`src/rtl/cdb_arbiter_pkg.sv`:
```
// Shared CPU widths and the common-data-bus packet type used by the CDB arbiter,
// its grant helper and the units that consume broadcasts.
package cpu_params;
    localparam int ROB_IDX   = 6;
    localparam int PRF_IDX   = 7;
    localparam int ARF_IDX   = 5;
    localparam int XLEN      = 32;
    localparam int CDB_WIDTH = 2;
endpackage

package cdb_types;
    import cpu_params::*;

    typedef struct packed {
        logic [ROB_IDX-1:0] rob_id;
        logic [PRF_IDX-1:0] rd_phy;
        logic [ARF_IDX-1:0] rd_arch;
        logic [XLEN-1:0]    rd_value;
    } cdb_pkt_t;

    // Pointer width for n requesters; a single requester still needs one bit.
    function automatic int fu_idx_w(input int n);
        return (n > 1) ? $clog2(n) : 1;
    endfunction
endpackage

```
`src/rtl/cdb_arbiter_rr_multi_grant.sv`:
```
// Round-robin multi-grant: picks up to CDB_WIDTH requesters starting at ptr,
// packs them into slots 0.. in scan order and returns the pointer past the last grant.
module rr_multi_grant
    import cdb_types::*;
#(
    parameter int NUM_FU    = 4,
    parameter int CDB_WIDTH = 2,
    parameter int FU_IDX    = fu_idx_w(NUM_FU)
) (
    input  logic [NUM_FU-1:0]                 req,
    input  logic [FU_IDX-1:0]                 ptr,
    output logic [CDB_WIDTH-1:0][NUM_FU-1:0]  grant_oh,
    output logic [CDB_WIDTH-1:0]              grant_valid,
    output logic [NUM_FU-1:0]                 granted,
    output logic [FU_IDX-1:0]                 next_ptr
);

    always_comb begin
        int cnt;
        int idx;
        int last;
        grant_oh    = '0;
        grant_valid = '0;
        granted     = '0;
        next_ptr    = ptr;
        cnt         = 0;
        idx         = 0;
        last        = 0;
        for (int j = 0; j < NUM_FU; j++) begin
            // Modulo by subtraction keeps non-power-of-2 NUM_FU wrapping correctly.
            idx = int'(ptr) + j;
            if (idx >= NUM_FU) begin
                idx = idx - NUM_FU;
            end
            if (req[idx] && (cnt < CDB_WIDTH)) begin
                grant_oh[cnt][idx] = 1'b1;
                grant_valid[cnt]   = 1'b1;
                granted[idx]       = 1'b1;
                last               = idx;
                cnt                = cnt + 1;
            end
        end
        if (cnt != 0) begin
            next_ptr = (last == NUM_FU - 1) ? '0 : FU_IDX'(last + 1);
        end
    end

endmodule

```
`src/rtl/cdb_arbiter.sv`:
```
// CDB arbiter: one holding buffer per functional unit, drained onto CDB_WIDTH
// broadcast slots each cycle in round-robin order.
module cdb_arbiter
    import cdb_types::*;
#(
    parameter int NUM_FU    = 4,
    parameter int CDB_WIDTH = cpu_params::CDB_WIDTH,
    parameter int FU_IDX    = fu_idx_w(NUM_FU)
) (
    input  logic                 clk,
    input  logic                 rst,
    input  logic [NUM_FU-1:0]    fu_valid,
    output logic [NUM_FU-1:0]    fu_ready,
    input  cdb_pkt_t             fu_result [NUM_FU],
    output logic [CDB_WIDTH-1:0] cdb_valid,
    output cdb_pkt_t             cdb_pkt   [CDB_WIDTH]
);

    // Handshake: an FU result transfers on a cycle where fu_valid[i] && fu_ready[i];
    // fu_ready never depends on fu_valid, and cdb_valid has no back-pressure.
    logic [NUM_FU-1:0]                hold_valid;
    cdb_pkt_t                         hold_pkt [NUM_FU];
    logic [FU_IDX-1:0]                rr_ptr;

    logic [CDB_WIDTH-1:0][NUM_FU-1:0] grant_oh;
    logic [CDB_WIDTH-1:0]             grant_valid;
    logic [NUM_FU-1:0]                granted;
    logic [FU_IDX-1:0]                next_ptr;

    rr_multi_grant #(
        .NUM_FU    (NUM_FU),
        .CDB_WIDTH (CDB_WIDTH),
        .FU_IDX    (FU_IDX)
    ) u_grant (
        .req         (hold_valid),
        .ptr         (rr_ptr),
        .grant_oh    (grant_oh),
        .grant_valid (grant_valid),
        .granted     (granted),
        .next_ptr    (next_ptr)
    );

    // A buffer being broadcast this cycle can take a new result in the same cycle.
    always_comb begin
        fu_ready = '0;
        for (int i = 0; i < NUM_FU; i++) begin
            fu_ready[i] = !rst && (!hold_valid[i] || granted[i]);
        end
    end

    // One-hot grants make an OR-mux sufficient for each slot.
    always_comb begin
        cdb_pkt_t acc;
        cdb_valid = '0;
        acc       = '0;
        for (int k = 0; k < CDB_WIDTH; k++) begin
            cdb_valid[k] = grant_valid[k] && !rst;
            acc          = '0;
            for (int i = 0; i < NUM_FU; i++) begin
                if (grant_oh[k][i]) begin
                    acc = acc | hold_pkt[i];
                end
            end
            cdb_pkt[k] = acc;
        end
    end

    always_ff @(posedge clk) begin
        if (rst) begin
            hold_valid <= '0;
            rr_ptr     <= '0;
        end else begin
            for (int i = 0; i < NUM_FU; i++) begin
                if (fu_valid[i] && fu_ready[i]) begin
                    hold_valid[i] <= 1'b1;
                    hold_pkt[i]   <= fu_result[i];
                end else if (granted[i]) begin
                    hold_valid[i] <= 1'b0;
                end
            end
            rr_ptr <= next_ptr;
        end
    end

endmodule
```
`config.mk`:
```
export PLATFORM = sky130hd
export DESIGN_NAME = cdb_arbiter
export DESIGN_NICKNAME = d
export VERILOG_FILES = /design/src/rtl/cdb_arbiter_pkg.sv /design/src/rtl/cdb_arbiter_rr_multi_grant.sv /design/src/rtl/cdb_arbiter.sv
export SDC_FILE = /design/constraint.sdc
export NUM_CORES = 1
export LEC_CHECK = 0
export BUFFER_PORTS_ARGS = -buffer_cell sky130_fd_sc_hd__buf_2
export CAP_MARGIN = 20
export CORE_MARGIN = 10
export CORE_UTILIZATION = 45
export DETAILED_ROUTE_END_ITERATION = 10
export GPL_TIMING_DRIVEN = 0
export PLACE_DENSITY = 0.79
export SLEW_MARGIN = 40
export SYNTH_ARGS = -nofsm -noshare
export SYNTH_HDL_FRONTEND = slang
export SYNTH_HIERARCHICAL = 1
export SYNTH_SLANG_ARGS = --single-unit
```
`constraint.sdc`:
```
create_clock -name clk -period 24 [get_ports clk]
set_input_delay 4.8 -clock clk [delete_from_list [all_inputs] [get_ports clk]]
set_output_delay 4.8 -clock clk [all_outputs]
set_load 0.05 [all_outputs]
```
==> run_results.csv <==
group,metric,value,unit
synthesis,syn-num-nets,913,
place,finalWeightedCongestion,0.8995,
place,dp_hpwl,24150,µm
finish,register_area,6126,µm²
critical_path,path_max_fanout,10,
synthesis,ys_ff_latch,206,
sta,tightest_slew,0.5264,ns
sta,rsz0062_at_grt,"no",
global_routing,antenna_found_initial,5,
finish,fin_util,0.5919,
clock_tree,path_clk_slew,0.06,ns
critical_path,cp-start-kind,"flip-flop",
synthesis,ys.flop_type,"edfxtp_1",
route,ant_nets,0,
route,post_drt_wl_per_cell,23.76,µm
clock_tree,ctsLongestPathBuffers,3,
finish,n_fill_cell,1704,
sta,setup_viol,0,
route,routed_wl,32270,µm
synthesis,yosysSeqAreaShare,0.6373,
clock_tree,cts_tree,"yes",
sta,slew_headroom,0.6491,
synthesis,postSynthCellCount,693,
global_routing,grt_usage,0.2204,
critical_path,r2r_start,"rr_ptr[0]",
finish,final_common_cell,"buf_2",
synthesis,synth.avg_cell_area,13.87,µm²
outcome,status,"finished, final reports clean",
sta,maxSlewViolCount,0,
finish,finalNetCount,1284,
floorplan,dieArea,27610,µm²
route,drc_errors,0,
min_path,hp-start,"hold_valid[0]",
finish,multi_input_area,2964,µm²
place,place.port_buffers,311,
clock_tree,clock_latency,0.50,ns
finish,layout_common_cells,"buf_2 (339), edfxtp_1 (200), a22oi_1 (196)",
sta,fin_crit,10.60,ns
synthesis,synth.cell_area,9613,µm²
critical_path,crit_path_end_kind,"output pin",
job,drv_cap,0,
clock_tree,cts_resized,0,
synthesis,ys_types,50,
floorplan,coreArea,21020,µm²
sta,min_period_over_period,0.4415,
global_routing,grt_max_degree,14,
global_routing,grt_pass1_vias,8368,
clock_tree,cts-root-buf,"clkbuf_16",
floorplan,num_io_pins,312,
clock_tree,postCtsSetupBuffers,0,
floorplan,die_y,166.2,µm
clock_tree,clock_sinks,206,
critical_path,required,19.20,ns
route,drt_pass1_iterations,5,
global_routing,grt_pass1_wl,48690,µm
synthesis,yosys_warnings,6,
synthesis,synthArstFlopShare,0,
sta,setup-tns-final,0,ns
place,post_dp_cell_area,11760,µm²
finish,drive_gt1_frac,0.4269,
finish,final_area,12440,µm²
route,via_per_inst,5.845,
sta,hold_violations,0,
critical_path,arrival,5.80,ns
critical_path,path_class,"reg2out",
floorplan,fp.dieW,166.2,µm
route,vias,7937,
finish,area_growth,29.44,%
clock_tree,htree_levels,1,
global_routing,grt-ovfl-total,0,
clock_tree,cts_hold_buf,0,
sta,clock.fmax,94.37,MHz
min_path,hp-class,"reg2reg",
sta,fin_skew,0.008371,ns
floorplan,placementRows,53,
synthesis,synth_edf_count,200,
route,drt_iter0_markers,872,
critical_path,crit_start,"rr_ptr[0]",
clock_tree,cts_made_buffers,22,
floorplan,initial_core_util,0.4573,
==> sequential cells by signal (all words and copies together) (netlist names) <==
register and flops:
hold_pkt 200, rr_ptr 2, hold_valid 4
==> layer usage <==
layer	up-vias	GRT usage	share of wire
met5	-	0	0.00084
met4	4	0.05894	0.025
met3	59	0.06436	0.098
met2	485	0.3752	0.50
met1	3877	0.2672	0.38
li1	3512	-	-
==> logic make-up (layout without fill, tap and decap cells) <==
group / after synthesis / count (layout) / synth area share
fa+ha+maj: 14 / 14 / 0.01900
buf+inv: 63 / 450 / 0.05649
flops: 206 / 206 / 0.6373
compound gates: 239 / 239 / 0.1997
mux: 8 / 8 / 0.01354
other cells: 0 / 3 / 0
simple gates: 163 / 163 / 0.07406
==> worst max-delay path, cell delays in order (launching register included) <==
cell       delay, ns
dfxtp_1         0.60
buf_6           0.22
inv_1           0.10
ha_1            0.44
mux4_2          0.37
ha_1            0.35
nand2b_1        0.22
a2bb2oi_4       0.22
inv_2           0.09
buf_6           0.15
fa_1            0.41
or2_2           0.36
o22a_1          0.27
nor2_1          0.32
a22oi_1         0.15
nand3_1         0.10
buf_2           0.24
buf_6           0.20
a22oi_1         0.08
nand2_1         0.11
buf_2           0.28
==> metrics by stage <==
stage               std cells  setup slack (ns)  hold slack [ns]
CTS                      1355             13.41           0.7902
detailed placement       1315             13.69           0.7728
global placement         1279             11.79           0.7655
finish                   1358             13.40           0.7939
global route             1357             13.06           0.8061
floorplan                 693             13.59           0.7126
==> path summary, 6_finish.rpt <==
path | end | slack [ns] | cells past startpoint
worst max-delay path | cdb_pkt[98] | 13.40 | 20
worst min-delay path | hold_valid[0] | 0.79 | 2
worst max register to register | hold_pkt[0][0] | 18.10 | 20
worst min register to register | hold_valid[0] | 0.79 | 2
==> Yosys cell counts, types with 6 or more instances <==
library cell | n | share of area
nor2_1 | 11 | 0.0043
nand2_1 | 119 | 0.046
buf_6 | 36 | 0.042
nor3b_1 | 6 | 0.0047
buf_2 | 11 | 0.0057
edfxtp_1 | 200 | 0.62
a22oi_1 | 196 | 0.15
ha_1 | 13 | 0.017
nand3_1 | 10 | 0.0052
a22oi_2 | 11 | 0.014
nor2b_1 | 9 | 0.0059
dfxtp_1 | 6 | 0.012
==> cell type report <==
class	instances	area share
Clock inverter	15	0.007340
Buffer	56	0.04153
Sequential cell	206	0.4923
Timing Repair Buffer	347	0.1434
Antenna cell	3	0.0006033
Clock buffer	25	0.04686
Multi-Input combinational cell	424	0.2382
Tap cell	275	0.02765
Inverter	7	0.002112
Power is left out: the tool's default activity adds up to more than one toggle a clock period on the data nets, which glitch-free logic cannot reach.
